## src/rtl/sign_mag_pkg.sv

```systemverilog
// Shared width constants for the sign-magnitude adder.
// The result is one bit wider than the operands so that the magnitude carry is absorbed.
package sign_mag_pkg;

  localparam int W_DEFAULT = 8;

  function automatic int res_width(input int w);
    return w + 1;
  endfunction

endpackage

```

## src/rtl/sign_mag_core.sv

```systemverilog
// Combinational sign-magnitude add/subtract.
// A zero-magnitude result is always emitted as +0.
module sign_mag_core
  import sign_mag_pkg::*;
#(
  parameter int W = W_DEFAULT
) (
  input  logic [W-1:0]              a,
  input  logic [W-1:0]              b,
  output logic [res_width(W)-1:0]   sum
);

  logic         a_sign;
  logic         b_sign;
  logic [W-1:0] a_ext;
  logic [W-1:0] b_ext;
  logic [W-1:0] mag;
  logic         raw_sign;

  assign a_sign = a[W-1];
  assign b_sign = b[W-1];
  assign a_ext  = {1'b0, a[W-2:0]};
  assign b_ext  = {1'b0, b[W-2:0]};

  always_comb begin
    mag      = '0;
    raw_sign = 1'b0;
    if (a_sign == b_sign) begin
      mag      = a_ext + b_ext;
      raw_sign = a_sign;
    end else if (a_ext > b_ext) begin
      mag      = a_ext - b_ext;
      raw_sign = a_sign;
    end else begin
      mag      = b_ext - a_ext;
      raw_sign = b_sign;
    end
  end

  // Masking the sign with a nonzero magnitude covers both -0 inputs and equal-magnitude cancellation.
  assign sum = {raw_sign & (|mag), mag};

endmodule

```

## src/rtl/sign_mag_adder.sv

```systemverilog
// Registered sign-magnitude adder with one-cycle latency and no backpressure.
// Reset is synchronous and active-low.
module sign_mag_adder
  import sign_mag_pkg::*;
#(
  parameter int W = W_DEFAULT
) (
  input  logic                      clk,
  input  logic                      rst_n,
  input  logic                      in_valid,
  input  logic [W-1:0]              a,
  input  logic [W-1:0]              b,
  output logic                      out_valid,
  output logic [res_width(W)-1:0]   sum
);

  logic [res_width(W)-1:0] core_sum;

  sign_mag_core #(.W(W)) u_core (
    .a   (a),
    .b   (b),
    .sum (core_sum)
  );

  always_ff @(posedge clk) begin
    if (!rst_n) begin
      sum       <= '0;
      out_valid <= 1'b0;
    end else if (in_valid) begin
      sum       <= core_sum;
      out_valid <= 1'b1;
    end else begin
      out_valid <= 1'b0;
    end
  end

endmodule

```

## config.mk

```make
export PLATFORM = sky130hd
export DESIGN_NAME = sign_mag_adder
export DESIGN_NICKNAME = d
export VERILOG_FILES = /design/src/rtl/sign_mag_pkg.sv /design/src/rtl/sign_mag_core.sv /design/src/rtl/sign_mag_adder.sv
export SDC_FILE = /design/constraint.sdc
export NUM_CORES = 1
export LEC_CHECK = 0
export ABC_AREA = 1
export CORE_MARGIN = 4
export CORE_UTILIZATION = 56
export CTS_BUF_LIST = sky130_fd_sc_hd__clkbuf_4
export DETAILED_ROUTE_END_ITERATION = 10
export GPL_TIMING_DRIVEN = 0
export PLACE_DENSITY = 0.84
export REMOVE_ABC_BUFFERS = 1
export SETUP_SLACK_MARGIN = 0.1
export SYNTH_ARGS = -nofsm -noshare
export SYNTH_HDL_FRONTEND = slang
export SYNTH_HIERARCHICAL = 1
export SYNTH_SLANG_ARGS = --single-unit
```

## constraint.sdc

```tcl
create_clock -name clk -period 3 [get_ports clk]
set_input_delay 0.9 -clock clk [delete_from_list [all_inputs] [get_ports clk]]
set_output_delay 0.9 -clock clk [all_outputs]
set_load 0.01 [all_outputs]
```

# After elaboration in Yosys (flattened, before gate mapping)
# Cells that the tools add are included.
classes:
  add_sub_neg: 3
  order_cmp: 1
  n_eq_ne: 1
  mux: 5
  n_bitwise: 1
  reduce_logical: 1
op_table:
  columns: ["cell", "n"]
  rows:
  - ["$mux 8", 2]
  - ["$sub 7x7->8", 2]
  - ["$add 7x7->8", 1]
  - ["$reduce_or 8->1", 1]
  - ["$gt 7x7->1", 1]
  - ["$mux 1", 3]
  - ["$and 1x1->1", 1]
  - ["$eq 1x1->1", 1]
word_totals:
  reg_bits: 10
  wordCells: 14

# Depth between registers and ports, before layout
# Gate-level depths: netlist of run 1.
logic_depth:
  word_depth: 5
  mapped_depth: 22

# Cells and area by module
# Netlist of run 1, hierarchy kept.
by_module_without_submodules:
  columns: ["mod", "n_inst", "cells_each", "area_per_inst_um2", "seq_area_each_um2"]
  rows:
  - ["sign_mag_core", 1, 226, 1308.8, 0.0]
  - ["sign_mag_adder", 1, 60, 412.9, 200.2]

# Least setup slack after synthesis of run 1
# Ideal clock, no wire load.
synth_timing:
  kind: "input to register"
  start: "input a[0]"
  end: "register sum[8]"
  setup_ns: 0.113
  arrival_time_ns: 2.534
  required_time_ns: 2.887
  slack_ns: 0.353
  path_stages: 20
  n_path_buf: 0
  path_cell_list: "inv_1 -> ha_1 -> inv_1 -> fa_1 -> nand2_1 -> nand2_4 -> nand3_4 -> nand2_4 -> nand2_4 -> nand2_1 -> nand3_1 -> nand3_1 -> nor2_1 -> nand3_1 -> nand2_1 -> inv_1 -> inv_1 -> nand2_1 -> nand2_1 -> nor2_1"
synth_via:
  elab_chain_cells: 5
  elab_cells_between_ends: 10
synth_lines:
  columns: ["item", "line", "text"]
  rows:
  - ["start: declaration", "sign_mag_adder.sv:11", "input logic [W-1:0] a,"]
  - ["$sub 7x7->8 (tied with other cells)", "sign_mag_core.sv:35", "mag = b_ext - a_ext;"]
  - ["$mux 8", "sign_mag_core.sv:31", "end else if (a_ext > b_ext) begin"]
  - ["$mux 8", "sign_mag_core.sv:28", "if (a_sign == b_sign) begin"]
  - ["$reduce_or 8->1", "sign_mag_core.sv:41", "assign sum = {raw_sign & (|mag), mag};"]
  - ["$and 1x1->1 (*)", "sign_mag_core.sv:41", null]
  - ["net core_sum[8]", "sign_mag_adder.sv:17", "logic [res_width(W)-1:0] core_sum;"]
  - ["end signal: assignment", "sign_mag_adder.sv:30", "sum <= core_sum;"]
  - ["end: declaration", "sign_mag_adder.sv:14", "output logic [res_width(W)-1:0] sum"]
# The timed path passes the listed nets; every way through them passes the cells marked *.
# A chain may end at the register's enable or synchronous reset.

# Worst setup path in the final report of run 1
layout_timing:
  start: "input a[0]"
  end: "register sum[8]"
layout_via:
  elab_chain_cells: 5
  elab_cells_between_ends: 10
layout_lines:
  columns: ["item", "line"]
  rows:
  - ["$sub 7x7->8 (tied with other cells)", "sign_mag_core.sv:35"]
  - ["$mux 8", "sign_mag_core.sv:31"]
  - ["$mux 8 (*)", "sign_mag_core.sv:28"]
  - ["net core_sum[1]", "sign_mag_adder.sv:17"]
  - ["$reduce_or 8->1 (*)", "sign_mag_core.sv:41"]
  - ["$and 1x1->1 (*)", "sign_mag_core.sv:41"]
  - ["net core_sum[8]", "sign_mag_adder.sv:17"]
# Marked as above.

==> results of run 1 <==
## logic make-up (layout without fill, tap and decap cells)
family / Yosys count / count (layout) / share of synthesized area
AO/OA/AOI/OAI: 13 / 13 / 0.0436
XOR/XNOR: 8 / 8 / 0.0407
AND/OR/NAND/NOR: 169 / 169 / 0.436
flip-flops: 10 / 10 / 0.116
adder cells (fa/ha/maj): 24 / 24 / 0.188
buffers and inverters: 62 / 102 / 0.176
## timing repair
item                       CTS  global route
setup endpoints to repair    2             1
pin swaps                    9            18
buffers inserted             9             6
hold buffers                 0             0
gates resized for setup     35            46
## worst max path at each step
stage,start,to,slack [ns],cells past startpoint
finish,a[0],sum[8],0.24,22
global route,a[1],sum[8],0.06,21
CTS,b[0],sum[8],0.11,21
detailed placement,a[2],sum[8],-0.47,19
global placement,a[2],sum[8],-0.42,19
floorplan,a[2],sum[8],0.34,18
## sequential cells by signal, summed over array words and instances (netlist names)
name / cells
sum: 9
out_valid: 1
## power groups by stage
stage	clock network (W)	registers [W]	logic, W
after floorplan	0	0.000160	0.000250
after global placement	0	0.000153	0.000358
after detailed placement	0	0.000154	0.000365
after CTS	0.0000909	0.000151	0.000393
after global routing	0.000101	0.000153	0.000491
final	0.0000891	0.000151	0.000444
## per-stage QoR
| stage | hold slack, ns | area (um2) | setup slack [ns] | TNS, ns | utilization |
|---|---|---|---|---|---|
| floorplan | 0.492 | 1640 | 0.340 | 0 | - |
| global placement | 0.455 | 1960 | -0.421 | -1.12 | 0.688 |
| detailed placement | 0.467 | 1960 | -0.474 | -1.51 | 0.688 |
| CTS | 0.476 | 2120 | 0.106 | 0 | 0.742 |
| global route | 0.494 | 2210 | 0.0586 | 0 | 0.776 |
| finish | 0.470 | 2210 | 0.242 | 0 | 0.776 |
## worst reg2reg max path, cell delays in order (launching register included)
cell,delay [ns]
dfxtp_1,0.31
nor2_1,0.11
nor2_1,0.06
## final cells by class
type                    instances  area (um2)  share of cell area
flip-flops and latches         10         200              0.0904
clock inverters                 1        3.75             0.00170
inverters                      55         228               0.103
repair buffers                 43         349               0.158
well taps                      31        38.8              0.0175
multi-input cells             214        1370               0.620
clock buffers                   3        22.5              0.0102
## placed cells by master (no fill, tap or decap), drive strengths merged
cell type,n
nand2,104
inv,54
nor2,34
nand3,25
ha,21
buf,17
clkdlybuf4s50,14
a21oi,12
dfxtp,10
clkbuf,10
xor2,7
clkdlybuf4s15,3
nand4,3
fa,3
dlygate4sd2,2
or2,2
clkinv,1
xnor2,1
bufinv,1
a21o,1
nand2b,1
## routing by layer
metal / GRT usage / vias to the layer above
met3: 0.0142 / 10
met4: 0.0350 / 0
met2: 0.359 / 64
li1: - / 936
met5: 0 / -
met1: 0.227 / 802
==> flow_metrics.py, run 1 <==
metrics = {
    "critical_path": {
        "r2r_cells": 2,
        "crit_chain": "buf_4, inv_4, ha_4, inv_2, fa_2, nand2_2, nand2_4, nand3_4, nand2_4, nand2_4, buf_2, or2_1, nand3_2, nand2_2, nor2_4, nand3_1, nand2_1, inv_1, inv_1, nand2_1, nand2_1, nor2_1",
        "endpoint_kind": "flip-flop",
        "cp_max_fo": 6,
        "cp.arrival_ns": 2.91,
        "crit_family": "simple AND/OR/NAND/NOR gates",
        "critPathSlowestCell": "fa_2",
        "rr_startpoint": "sum[6]",
        "rrSetupSlack_ns": 2.41,
        "worstSetupPathType": "in2reg",
        "rr_endpoint": "sum[6]",
        "cp.buffers_inverters": 6,
        "required_ns": 3.15,
        "slowest_delay_ns": 0.22,
        "start_kind": "input port",
    },
    "power_and_ir_drop": {
        "powerDensity_nw_per_um2": 309,
        "pwr-share-clk": 0.130,
        "p_sw_w": 0.000299,
        "p_total_w": 0.000684,
        "p_comb_frac": 0.649,
        "power.internal_w": 0.000385,
        "ir_worst_vdd_v": 0.000129,
        "p_leak_nw": 1.25,
        "sw_frac_of_total": 0.437,
        "seqPwrFrac": 0.221,
    },
    "layout": {
        "final_cells": 357,
        "area_growth_pct": 28.6,
        "final_nets": 370,
        "n_antenna_cell": 0,
        "drive_gt1_frac": 0.233,
        "fill_cells": 226,
    },
    "sta": {
        "min_period_ns": 2.76,
        "setup_viol": 0,
        "drv_slew": 0,
        "maxClockFrequency_mhz": 363,
        "rsz0062_at_grt": "no",
        "slew-limit-headroom": 0.600,
        "tightestPinTransition_ns": 0.599,
        "finalClockSkew_ns": 0,
        "fin_crit_sh": 0.919,
        "finalHoldViolations": 0,
    },
    "die": {
        "die_area_um2": 4030,
        "ios": 29,
        "rows": 19,
        "start_util": 0.604,
        "chipWidth_um": 63.4,
        "die_h_um": 63.4,
        "core_um2": 2850,
    },
    "placement": {
        "placed_cells": 338,
        "port_buffers": 28,
        "dp.final_hpwl_mm": 2.92,
        "place_congestion": 0.882,
    },
    "routing": {
        "wl_met1_mm": 1.78,
        "wl_per_cell_um": 11.8,
        "vias_per_cell": 5.08,
        "wirelength_mm": 4.20,
        "vias": 1812,
        "drc": 0,
        "top_layer": "met4",
        "wl_met3_um": 203,
        "antenna_left": 0,
        "drtPass1Iterations": 4,
        "met2WireLength_mm": 2.14,
        "initialDrtViolationCount": 100,
    },
    "worst_hold_path": {
        "min_from": "sum[8]",
        "hold_path.class": "reg2reg",
        "hold_end": "sum[8]",
        "whs_path_depth": 2,
    },
    "clock_network": {
        "numCtsBuffers": 3,
        "clock-root-buffer": "clkbuf_4",
        "cts_buffer_depth": 2,
        "htree_levels": 1,
        "cts.reportedPaths.clkPinSlew_ns": 0.06,
        "clkLatencyLatePin_ns": 0.25,
        "clock_sinks": 10,
        "cts_tree": "yes",
    },
    "grt": {
        "grt_pass1_wl_mm": 6.28,
        "grt_overflow": 0,
        "grt_max_degree": 20,
        "grt_pass1_vias": 1495,
        "gr-usage-all-layers": 0.188,
        "grt_antenna_before_repair": 0,
    },
    "synthesis": {
        "synthArstFlopShare": 0,
        "yosysWarnings": 6,
        "syn_area_um2": 1720,
        "synthTopCellsByArea": "nand2_1, ha_1, dfxtp_1",
        "synth_area_leader_cell": "nand2_1",
        "synth.most_common_cell": "nand2_1",
        "synth_edf_count": 0,
        "synth_common_cells": "nand2_1, inv_1, nor2_1",
        "syn_avg_cell_area_um2": 6.02,
        "synth_seq_cells": 10,
        "synth_top_flop_cell": "dfxtp_1",
        "synth_top_area_frac": 0.211,
        "synthCells": 286,
        "ys_seq_area_frac": 0.116,
        "ys_types": 29,
    },
    "run": {
        "max-cap-violations": 0,
    },
    "run_status": {
        "status": "finished, final reports clean",
    },
}
(Power assumes the default switching activity.)
==> run 2: changes to the inputs <==
- CORE_UTILIZATION: 56 -> 50
- CTS_CLUSTER_DIAMETER: not set -> 60
- PLACE_DENSITY: 0.84 -> 0.76
- SKIP_LAST_GASP: not set -> 1
==> flow_metrics.py, run 2 (synthesis results as in run 1) <==
metrics = {
    "clock_network": {
        "cts_tree": "yes",
        "ctsHoldBuffers": 0,
        "clkLatencyLatePin_ns": 0.26,
        "clock-root-buffer": "clkbuf_4",
        "clock_sinks": 10,
        "numCtsBuffers": 3,
        "cts.reportedPaths.clkPinSlew_ns": 0.06,
        "cts_buffer_depth": 2,
        "htree_levels": 1,
    },
    "placement": {
        "dp.final_hpwl_mm": 2.93,
        "place_congestion": 0.908,
        "port_buffers": 28,
        "place_ws_ns": -0.435,
    },
    "sta": {
        "fin_ws_ns": 0.259,
        "drv_slew": 0,
        "rsz0062_at_grt": "no",
        "slew-limit-headroom": 0.567,
        "setup_viol": 0,
        "tightestPinTransition_ns": 0.645,
        "finalHoldViolations": 0,
        "min_period_ns": 2.74,
        "fin_crit_sh": 0.914,
        "finalClockSkew_ns": 0,
        "maxClockFrequency_mhz": 365,
    },
    "die": {
        "chipWidth_um": 66.7,
        "die_h_um": 66.7,
        "rows": 21,
        "ios": 29,
        "core_um2": 3340,
        "die_area_um2": 4450,
        "start_util": 0.516,
    },
    "layout": {
        "top_register": "sum",
        "most-common-layout-cells": "nand2_1, inv_1, nor2_1",
        "reg.largest.list": "sum: 9 flops, out_valid: 1 flops",
        "n_antenna_cell": 0,
        "final_nets": 368,
        "area_growth_pct": 26.1,
        "largest_reg_flops": 9,
        "drive_gt1_frac": 0.185,
        "layout_commonest_cell": "nand2_1",
        "fill_cells": 334,
    },
    "power_and_ir_drop": {
        "powerDensity_nw_per_um2": 299,
        "p_total_w": 0.000648,
        "ir_worst_vdd_v": 0.0000991,
        "p_leak_nw": 1.23,
    },
    "routing": {
        "wl_met3_um": 208,
        "initialDrtViolationCount": 51,
        "wirelength_mm": 3.72,
        "antenna_left": 0,
        "vias_per_cell": 4.70,
        "wl_met1_mm": 1.56,
        "vias": 1740,
        "met2WireLength_mm": 1.85,
        "top_layer": "met4",
        "drtPass1Iterations": 6,
        "wl_per_cell_um": 10.1,
        "drc": 0,
    },
    "grt": {
        "grt_overflow": 0,
        "grt_max_degree": 20,
        "grt_pass1_wl_mm": 6.32,
        "grt_pass1_vias": 1576,
        "grt_antenna_before_repair": 0,
        "gr-usage-all-layers": 0.178,
    },
    "run_status": {
        "status": "finished, final reports clean",
    },
    "worst_hold_path": {
        "hold_path.class": "reg2reg",
        "hold_end": "sum[0]",
        "whs_path_depth": 2,
        "min_from": "sum[0]",
    },
    "critical_path": {
        "cp_max_fo": 6,
        "required_ns": 3.16,
        "endpoint_kind": "flip-flop",
        "cp.arrival_ns": 2.90,
        "start_kind": "input port",
        "r2r_cells": 2,
        "rr_endpoint": "sum[6]",
        "rrSetupSlack_ns": 2.43,
        "rr_startpoint": "sum[6]",
        "worstSetupPathType": "in2reg",
    },
    "run": {
        "max-cap-violations": 0,
    },
}
## run 2: worst max path at each step
stage | start | end | slack, ns | depth (start not counted)
finish | a[5] | sum[8] | 0.26 | 20
global route | a[5] | sum[8] | 0.11 | 20
CTS | a[0] | sum[8] | 0.11 | 22
detailed placement | a[2] | sum[8] | -0.44 | 19
global placement | a[0] | sum[8] | -0.43 | 21
floorplan | a[2] | sum[8] | 0.34 | 18
## run 2: routing by layer
metal  global-route usage  up-vias
li1                     -      931
met1                0.209      747
met2                0.328       51
met3              0.00843       11
met4               0.0812        0
met5                    0        -
## run 2: through the flow
stage | setup TNS, ns | util | cell area, um2 | std cells | hold WS, ns
floorplan | 0 | - | 1640 | 279 | 0.492
global placement | -1.16 | 0.594 | 1980 | 353 | 0.455
detailed placement | -1.28 | 0.594 | 1980 | 353 | 0.462
CTS | 0 | 0.639 | 2130 | 366 | 0.470
global route | 0 | 0.651 | 2170 | 370 | 0.485
finish | 0 | 0.651 | 2170 | 370 | 0.468
## run 2: critical path, stage by stage
cell and delay (ns):
dlygate4sd2_1 0.24, inv_1 0.08, ha_4 0.30, nand2_4 0.07, nor2_4 0.12, nand3_4 0.11, nand2_4 0.09, nand2_4 0.07
buf_4 0.15, or2_1 0.21, nand3_2 0.06, nand2_2 0.06, nor2_2 0.09, nand3_1 0.07, nand2_1 0.06, inv_1 0.03
inv_1 0.04, nand2_1 0.04, nand2_1 0.07, nor2_1 0.04
## run 2: area by class of cell
class	instances	area [um2]	share of cell area
multi-input cells	214	1320	0.606
clock inverters	1	3.75	0.00173
flip-flops and latches	10	200	0.0922
inverters	55	225	0.104
well taps	46	57.6	0.0265
clock buffers	3	22.5	0.0104
repair buffers	41	345	0.159
## run 2: what timing repair did
item / 4_1_cts / 5_1_grt
gates resized for setup: 32 / 19
buffers inserted: 9 / 4
setup endpoints to repair: 1 / 1
gates cloned: 0 / 0
pin swaps: 9 / 10
## run 2: power breakdown
group	total (W)	switching, W	internal (W)	leakage [nW]
Sequential	0.000151	0.00000544	0.000146	0.0832
Clock	0.0000904	0.0000425	0.0000479	0.0154
Combinational	0.000407	0.000228	0.000179	1.14
